### src/rtl/minimig_cpu_bus_bridge.sv
// CPU-to-chip-bus bridge: splits 16/32-bit CPU accesses into slot-gated 16-bit
// chip-bus cycles, with a per-word timeout and a halt/host takeover path.
module minimig_cpu_bus_bridge #(
    parameter int DW      = 16,
    parameter int RD_LAT  = 1,
    parameter int TIMEOUT = 255
) (
    input  logic            clk,
    input  logic            rst,
    input  logic            cpu_req,
    input  logic            cpu_we,
    input  logic [DW/8-1:0] cpu_be,
    input  logic [22:0]     cpu_adr,
    input  logic [DW-1:0]   cpu_wdat,
    output logic [DW-1:0]   cpu_rdat,
    output logic            cpu_ack,
    output logic            cpu_err,
    input  logic            cpu_halt,
    output logic            halt_ack,
    input  logic            host_req,
    input  logic            host_we,
    input  logic [1:0]      host_bs,
    input  logic [22:0]     host_adr,
    input  logic [15:0]     host_wdat,
    output logic [15:0]     host_rdat,
    output logic            host_ack,
    input  logic            bus_slot,
    input  logic            bus_dbr,
    input  logic            bus_nrdy,
    output logic [22:0]     bus_adr,
    output logic            bus_rd,
    output logic            bus_hwr,
    output logic            bus_lwr,
    output logic [15:0]     bus_wdat,
    input  logic [15:0]     bus_rdat,
    output logic            bls
);
    typedef enum logic [2:0] {IDLE, WAIT, STRB, LAT, NEXT, ACK, DONE, HALT} state_t;

    localparam logic [15:0] TO_LAST  = 16'(TIMEOUT - 1);
    localparam logic [2:0]  LAT_LAST = 3'(RD_LAT - 1);

    state_t        state_q, state_d;
    logic          host_q, host_d, we_q, we_d, err_q, err_d, idx_q, idx_d;
    logic          rd_q, rd_d, hwr_q, hwr_d, lwr_q, lwr_d;
    logic [3:0]    be_q, be_d;
    logic [15:0]   wlo_q, wlo_d, wd_q, wd_d, hrd_q, hrd_d, cnt_q, cnt_d;
    logic [22:0]   adr_q, adr_d;
    logic [2:0]    lat_q, lat_d;
    logic [DW-1:0] rdat_q, rdat_d;

    logic [3:0]    be_in;
    logic [31:0]   wdat_in;
    logic [1:0]    cur_en;
    logic          grant;

    // A 16-bit CPU is handled as a 32-bit access whose upper word is never enabled.
    assign be_in   = 4'(cpu_be);
    assign wdat_in = 32'(cpu_wdat);
    assign cur_en  = idx_q ? be_q[1:0] : be_q[3:2];
    assign grant   = bus_slot & ~bus_dbr & ~bus_nrdy;

    always_comb begin
        state_d = state_q;
        host_d  = host_q;
        we_d    = we_q;
        err_d   = err_q;
        idx_d   = idx_q;
        be_d    = be_q;
        wlo_d   = wlo_q;
        wd_d    = wd_q;
        hrd_d   = hrd_q;
        cnt_d   = cnt_q;
        adr_d   = adr_q;
        lat_d   = lat_q;
        rdat_d  = rdat_q;
        rd_d    = 1'b0;
        hwr_d   = 1'b0;
        lwr_d   = 1'b0;
        case (state_q)
            IDLE: begin
                if (cpu_halt && !cpu_req) begin
                    state_d = HALT;
                end else if (cpu_req) begin
                    host_d = 1'b0;
                    err_d  = 1'b0;
                    we_d   = cpu_we;
                    be_d   = be_in;
                    wlo_d  = wdat_in[15:0];
                    cnt_d  = '0;
                    if (be_in[3:2] != 2'b00) begin
                        idx_d = 1'b0;
                        adr_d = cpu_adr;
                        wd_d  = wdat_in[31:16];
                    end else begin
                        idx_d = 1'b1;
                        adr_d = (DW == 32) ? cpu_adr + 23'd1 : cpu_adr;
                        wd_d  = wdat_in[15:0];
                    end
                    state_d = (be_in == 4'b0000) ? ACK : WAIT;
                end
            end
            HALT: begin
                if (host_req) begin
                    host_d  = 1'b1;
                    err_d   = 1'b0;
                    we_d    = host_we;
                    be_d    = {2'b00, host_bs};
                    wlo_d   = host_wdat;
                    idx_d   = 1'b1;
                    adr_d   = host_adr;
                    wd_d    = host_wdat;
                    cnt_d   = '0;
                    state_d = (host_bs == 2'b00) ? ACK : WAIT;
                end else if (!cpu_halt) begin
                    state_d = IDLE;
                end
            end
            WAIT: begin
                if (grant) begin
                    rd_d    = ~we_q;
                    hwr_d   = we_q & cur_en[1];
                    lwr_d   = we_q & cur_en[0];
                    state_d = STRB;
                end else if (TIMEOUT != 0 && cnt_q == TO_LAST) begin
                    err_d   = 1'b1;
                    state_d = ACK;
                end else begin
                    cnt_d = cnt_q + 16'd1;
                end
            end
            STRB: begin
                lat_d   = '0;
                state_d = we_q ? NEXT : LAT;
            end
            LAT: begin
                if (lat_q == LAT_LAST) begin
                    if (host_q)
                        hrd_d = bus_rdat;
                    else if (!idx_q)
                        rdat_d = DW'({bus_rdat, rdat_q[15:0]});
                    else
                        rdat_d = (rdat_q & ~DW'(16'hFFFF)) | DW'(bus_rdat);
                    state_d = NEXT;
                end else begin
                    lat_d = lat_q + 3'd1;
                end
            end
            NEXT: begin
                if (!idx_q && be_q[1:0] != 2'b00) begin
                    idx_d   = 1'b1;
                    adr_d   = adr_q + 23'd1;
                    wd_d    = wlo_q;
                    cnt_d   = '0;
                    state_d = WAIT;
                end else begin
                    state_d = ACK;
                end
            end
            ACK: state_d = DONE;
            DONE: begin
                if (host_q) begin
                    if (!host_req) begin
                        host_d  = 1'b0;
                        state_d = HALT;
                    end
                end else if (!cpu_req) begin
                    state_d = IDLE;
                end
            end
            default: state_d = IDLE;
        endcase
    end

    always_ff @(posedge clk) begin
        if (rst) begin
            state_q <= IDLE;
            host_q  <= 1'b0;
            we_q    <= 1'b0;
            err_q   <= 1'b0;
            idx_q   <= 1'b0;
            be_q    <= '0;
            wlo_q   <= '0;
            wd_q    <= '0;
            hrd_q   <= '0;
            cnt_q   <= '0;
            adr_q   <= '0;
            lat_q   <= '0;
            rdat_q  <= '0;
            rd_q    <= 1'b0;
            hwr_q   <= 1'b0;
            lwr_q   <= 1'b0;
        end else begin
            state_q <= state_d;
            host_q  <= host_d;
            we_q    <= we_d;
            err_q   <= err_d;
            idx_q   <= idx_d;
            be_q    <= be_d;
            wlo_q   <= wlo_d;
            wd_q    <= wd_d;
            hrd_q   <= hrd_d;
            cnt_q   <= cnt_d;
            adr_q   <= adr_d;
            lat_q   <= lat_d;
            rdat_q  <= rdat_d;
            rd_q    <= rd_d;
            hwr_q   <= hwr_d;
            lwr_q   <= lwr_d;
        end
    end

    assign cpu_rdat  = rdat_q;
    assign host_rdat = hrd_q;
    assign bus_adr   = adr_q;
    assign bus_wdat  = wd_q;
    assign bus_rd    = rd_q;
    assign bus_hwr   = hwr_q;
    assign bus_lwr   = lwr_q;
    assign bls       = (state_q == WAIT);
    assign cpu_ack   = (state_q == ACK) && !host_q;
    assign host_ack  = (state_q == ACK) && host_q;
    assign cpu_err   = cpu_ack & err_q;
    assign halt_ack  = (state_q == HALT) || host_q;

endmodule

### config.mk
export PLATFORM = sky130hd
export DESIGN_NAME = minimig_cpu_bus_bridge
export DESIGN_NICKNAME = d
export VERILOG_FILES = /design/src/rtl/minimig_cpu_bus_bridge.sv
export SDC_FILE = /design/constraint.sdc
export NUM_CORES = 1
export LEC_CHECK = 0
export CELL_PAD_IN_SITES_DETAIL_PLACEMENT = 0
export CELL_PAD_IN_SITES_GLOBAL_PLACEMENT = 2
export CORE_MARGIN = 2
export CORE_UTILIZATION = 25
export CTS_CLUSTER_DIAMETER = 80
export CTS_CLUSTER_SIZE = 24
export DETAILED_ROUTE_END_ITERATION = 7
export GPL_ROUTABILITY_DRIVEN = 0
export HOLD_SLACK_MARGIN = 0.08
export PLACE_DENSITY = 0.85
export SLEW_MARGIN = 25
export SYNTH_ARGS = -nofsm -noshare
export SYNTH_HDL_FRONTEND = slang
export SYNTH_SLANG_ARGS = --single-unit
### constraint.sdc
create_clock -name clk -period 1.7 [get_ports clk]
set_input_delay 0.255 -clock clk [delete_from_list [all_inputs] [get_ports clk]]
set_output_delay 0.255 -clock clk [all_outputs]
set_load 0.03 [all_outputs]
==> impl_metrics.ini <==
[clocking]
clock_latency_ns = 0.42
cts_num_sinks = 118
ctsHoldBuffers = 0
root_buffer = clkbuf_16
numCtsBuffers = 17
cts_htree_levels = 4
cts_tree = yes
path_clk_slew_ns = 0.06
clockBufferDepth = 2

[power]
finalPower_mw = 19.3
leakage_nw = 5.22
vdd_drop_max_mv = 0.811
power_frac_seq = 0.210
switchingPower_mw = 7.87
p_clk_frac = 0.196
powerDensity_nw_per_um2 = 1570
swShare = 0.407
p_int_mw = 11.5
pwr-share-comb = 0.594

[synth]
yosys-top-cells-area = dfxtp_1 38%, nor2_1 6.0%, mux2i_1 5.7%
synth_cell_types = 72
seq_area_frac_synth = 0.381
synth_area_per_cell_sq_um = 8.47
netlist.area_leader.share = 0.381
synth_edf_count = 0
yosys.area_share.adder = 0.0101
synth_top_family_by_area = compound AO/OA/AOI/OAI gates
synth-compound-area-share = 0.260
yosys.area_share.simple = 0.233
ys.flop_type = dfxtp_1
syn_area_sq_um = 6190
ys_async_sr_fraction = 0
muxShareOfSynthArea = 0.0566
synth_top_area_cell = dfxtp_1
yosysWarnings = 0
yosys-top-cells-count = 118 x dfxtp_1, 99 x nor2_1, 46 x a21oi_1, 38 x a211oi_1, 35 x mux2i_1
synth_most_common_cell = dfxtp_1
synthesis.nets = 844
synth_xor_area_frac = 0.00283
synth-seq-cells = 118
syn-instance-count = 731

[drt]
wirelength_microns = 26800
wl_per_cell_microns = 18.8
viasPerCell = 5.15
ant_nets = 0
highest_layer = met4
vias = 7370
wl_met1_microns = 11300
wl_met3_microns = 2020
drt_iter0_markers = 408
drc = 0
drtPass1Iterations = 5
route.met2.wl_microns = 13000

[critical_path]
cp_max_fo = 6
worstSetupStartpointType = flip-flop
crit_type = flip-flop to flip-flop
cp.arrival_ns = 2.25
cp_cell_sequence = buf_6 -> buf_6 -> and4b_2 -> buf_4 -> a21o_1 -> nor3_2 -> nand4_1 -> a21oi_2
crit_top_cell = buf_6
worstPathRequired_ns = 2.05
cpPeakStageDelay_ns = 0.36
crit_slowest_cell = dfxtp_4
critical-path-top-delay-family = simple AND/OR/NAND/NOR gates
crit_buf_inv = 3
end_kind = flip-flop

[floorplan]
core_area_sq_um = 24300
die_x_microns = 161
start_util = 0.255
fp-row-count = 57
ios = 187
die_y_microns = 161
die_area_sq_um = 26000

[global_routing]
grt_overflow = 0
grt_pass1_wl_microns = 40400
grt_max_degree = 50
grt_usage = 0.194
grt_pass1_vias = 7563
antenna_found_initial = 1

[timing]
tightest_slew_ns = 0.428
rsz0062_at_grt = yes
drv_slew = 0
worst_slack_ns = -0.195
fin_crit_sh = 1.11
fin_worst_skew_ns = 0.0135
setup_viol = 98
relSlewSlack = 0.713
hold_viol_final = 0
finalCriticalPeriod_ns = 1.90
timing.fmax_ghz = 0.528

[final_layout]
num-fill-cells = 2222
area_delta_synth_final_pct = 99.1
final_util = 0.507
multi_input_area_sq_um = 4670
regArea_sq_um = 2390
final_cell_area_sq_um = 12300
fin_nets = 1205
instances_no_fill = 1430
drive_gt1_frac = 0.428

[hold_path]
hold_path.class = input port to flip-flop

[placement]
placed_cell_area_sq_um = 9480
dpl.hpwl_microns = 16800
dp.cells = 1319
port_buffers = 186
preCtsSetupSlack_ns = -0.518

[run_status]
outcome = finished with violations
violations = negative setup slack

[job]
maxCapViolCount = 0
## tightest hold or removal path, cell delays in order
cell      delay (ns)
buf_4           0.14
clkinv_1        0.12
and3_1          0.15
## power by group through the flow
stage / combinational, mW / clock, mW / sequential, mW
after CTS: 10.3 / 3.83 / 3.98
after global placement: 7.36 / 0 / 3.97
after global routing: 12.1 / 3.95 / 4.13
after floorplan: 3.30 / 0 / 4.68
after detailed placement: 7.39 / 0 / 3.95
final: 11.5 / 3.79 / 4.06
## stage by stage
stage                     TNS [ns]  hold slack (ns)
after floorplan             -0.407            0.399
after global placement      -33.64            0.464
after detailed placement    -35.10            0.473
after CTS                    -7.31            0.278
after global routing        -15.89            0.307
final                       -10.98            0.285
## state kept, by name (all words and copies together), names as in the netlist, 2 cells and up
register	count
host_rdat	16
cpu_rdat	16
lat_q	3
bus_wdat	16
wlo_q	16
state_q	3
cnt_q	16
bus_adr	23
be_q	2
## per-layer routing
metal  track usage  up-vias
li1              -     3494
met1         0.240     3562
met2         0.333      274
met3        0.0555       40
met4        0.0483        0
met5             0        -
## layout by cell type (no fill, tap or decap), types with 10 or more instances in the layout
master	instances
dfxtp_1	99
dfxtp_2	16
nand4_1	17
nor2_4	11
o21ai_1	12
nor2_2	11
nor3_1	10
nor2_1	78
a21oi_1	38
a22o_1	17
dlymetal6s2s_1	21
clkbuf_16	22
nand3_1	15
buf_12	24
inv_1	10
and2_1	18
clkdlybuf4s50_1	113
dlygate4sd2_1	46
a221oi_2	14
nand2_1	28
buf_4	123
o21ai_2	10
mux2i_1	34
a211oi_2	37
a21oi_2	12
buf_6	54
## area by class of cell
cell class | count | share of cell area
inverters | 15 | 0.00548
clock inverters | 14 | 0.0142
clock buffers | 18 | 0.0356
repair buffers | 398 | 0.339
well taps | 324 | 0.0329
multi-input cells | 542 | 0.378
diodes | 1 | 0.000203
flip-flops and latches | 118 | 0.194
## what timing repair did
item,in CTS,in global routing
pin swaps,61,84
setup buffers,47,23
gates resized for setup,236,153
setup endpoints to repair,147,129
cloned,15,5
endpoints found under the hold margin,0,0
## cell families after synthesis
family                     count (synthesis)
AOI/OAI and AO/OA                        225
xor gates and xnor gates                   2
adders and majority gates                  5
buffers and inverters                     73
DFF                                      118
muxes                                     35
and+or+nand+nor                          273
## final timing paths
| check | start | endpoint | slack, ns | cells after the start |
|---|---|---|---|---|
| setup / recovery | state_q[0] | cnt_q[14] | -0.20 | 8 |
| hold / removal | rst | lat_q[0] | 0.29 | 3 |
| setup reg to reg | state_q[0] | cnt_q[14] | -0.20 | 8 |
| hold reg to reg | host_rdat[1] | host_rdat[1] | 0.49 | 2 |
Power figures use the tool's default switching activity.
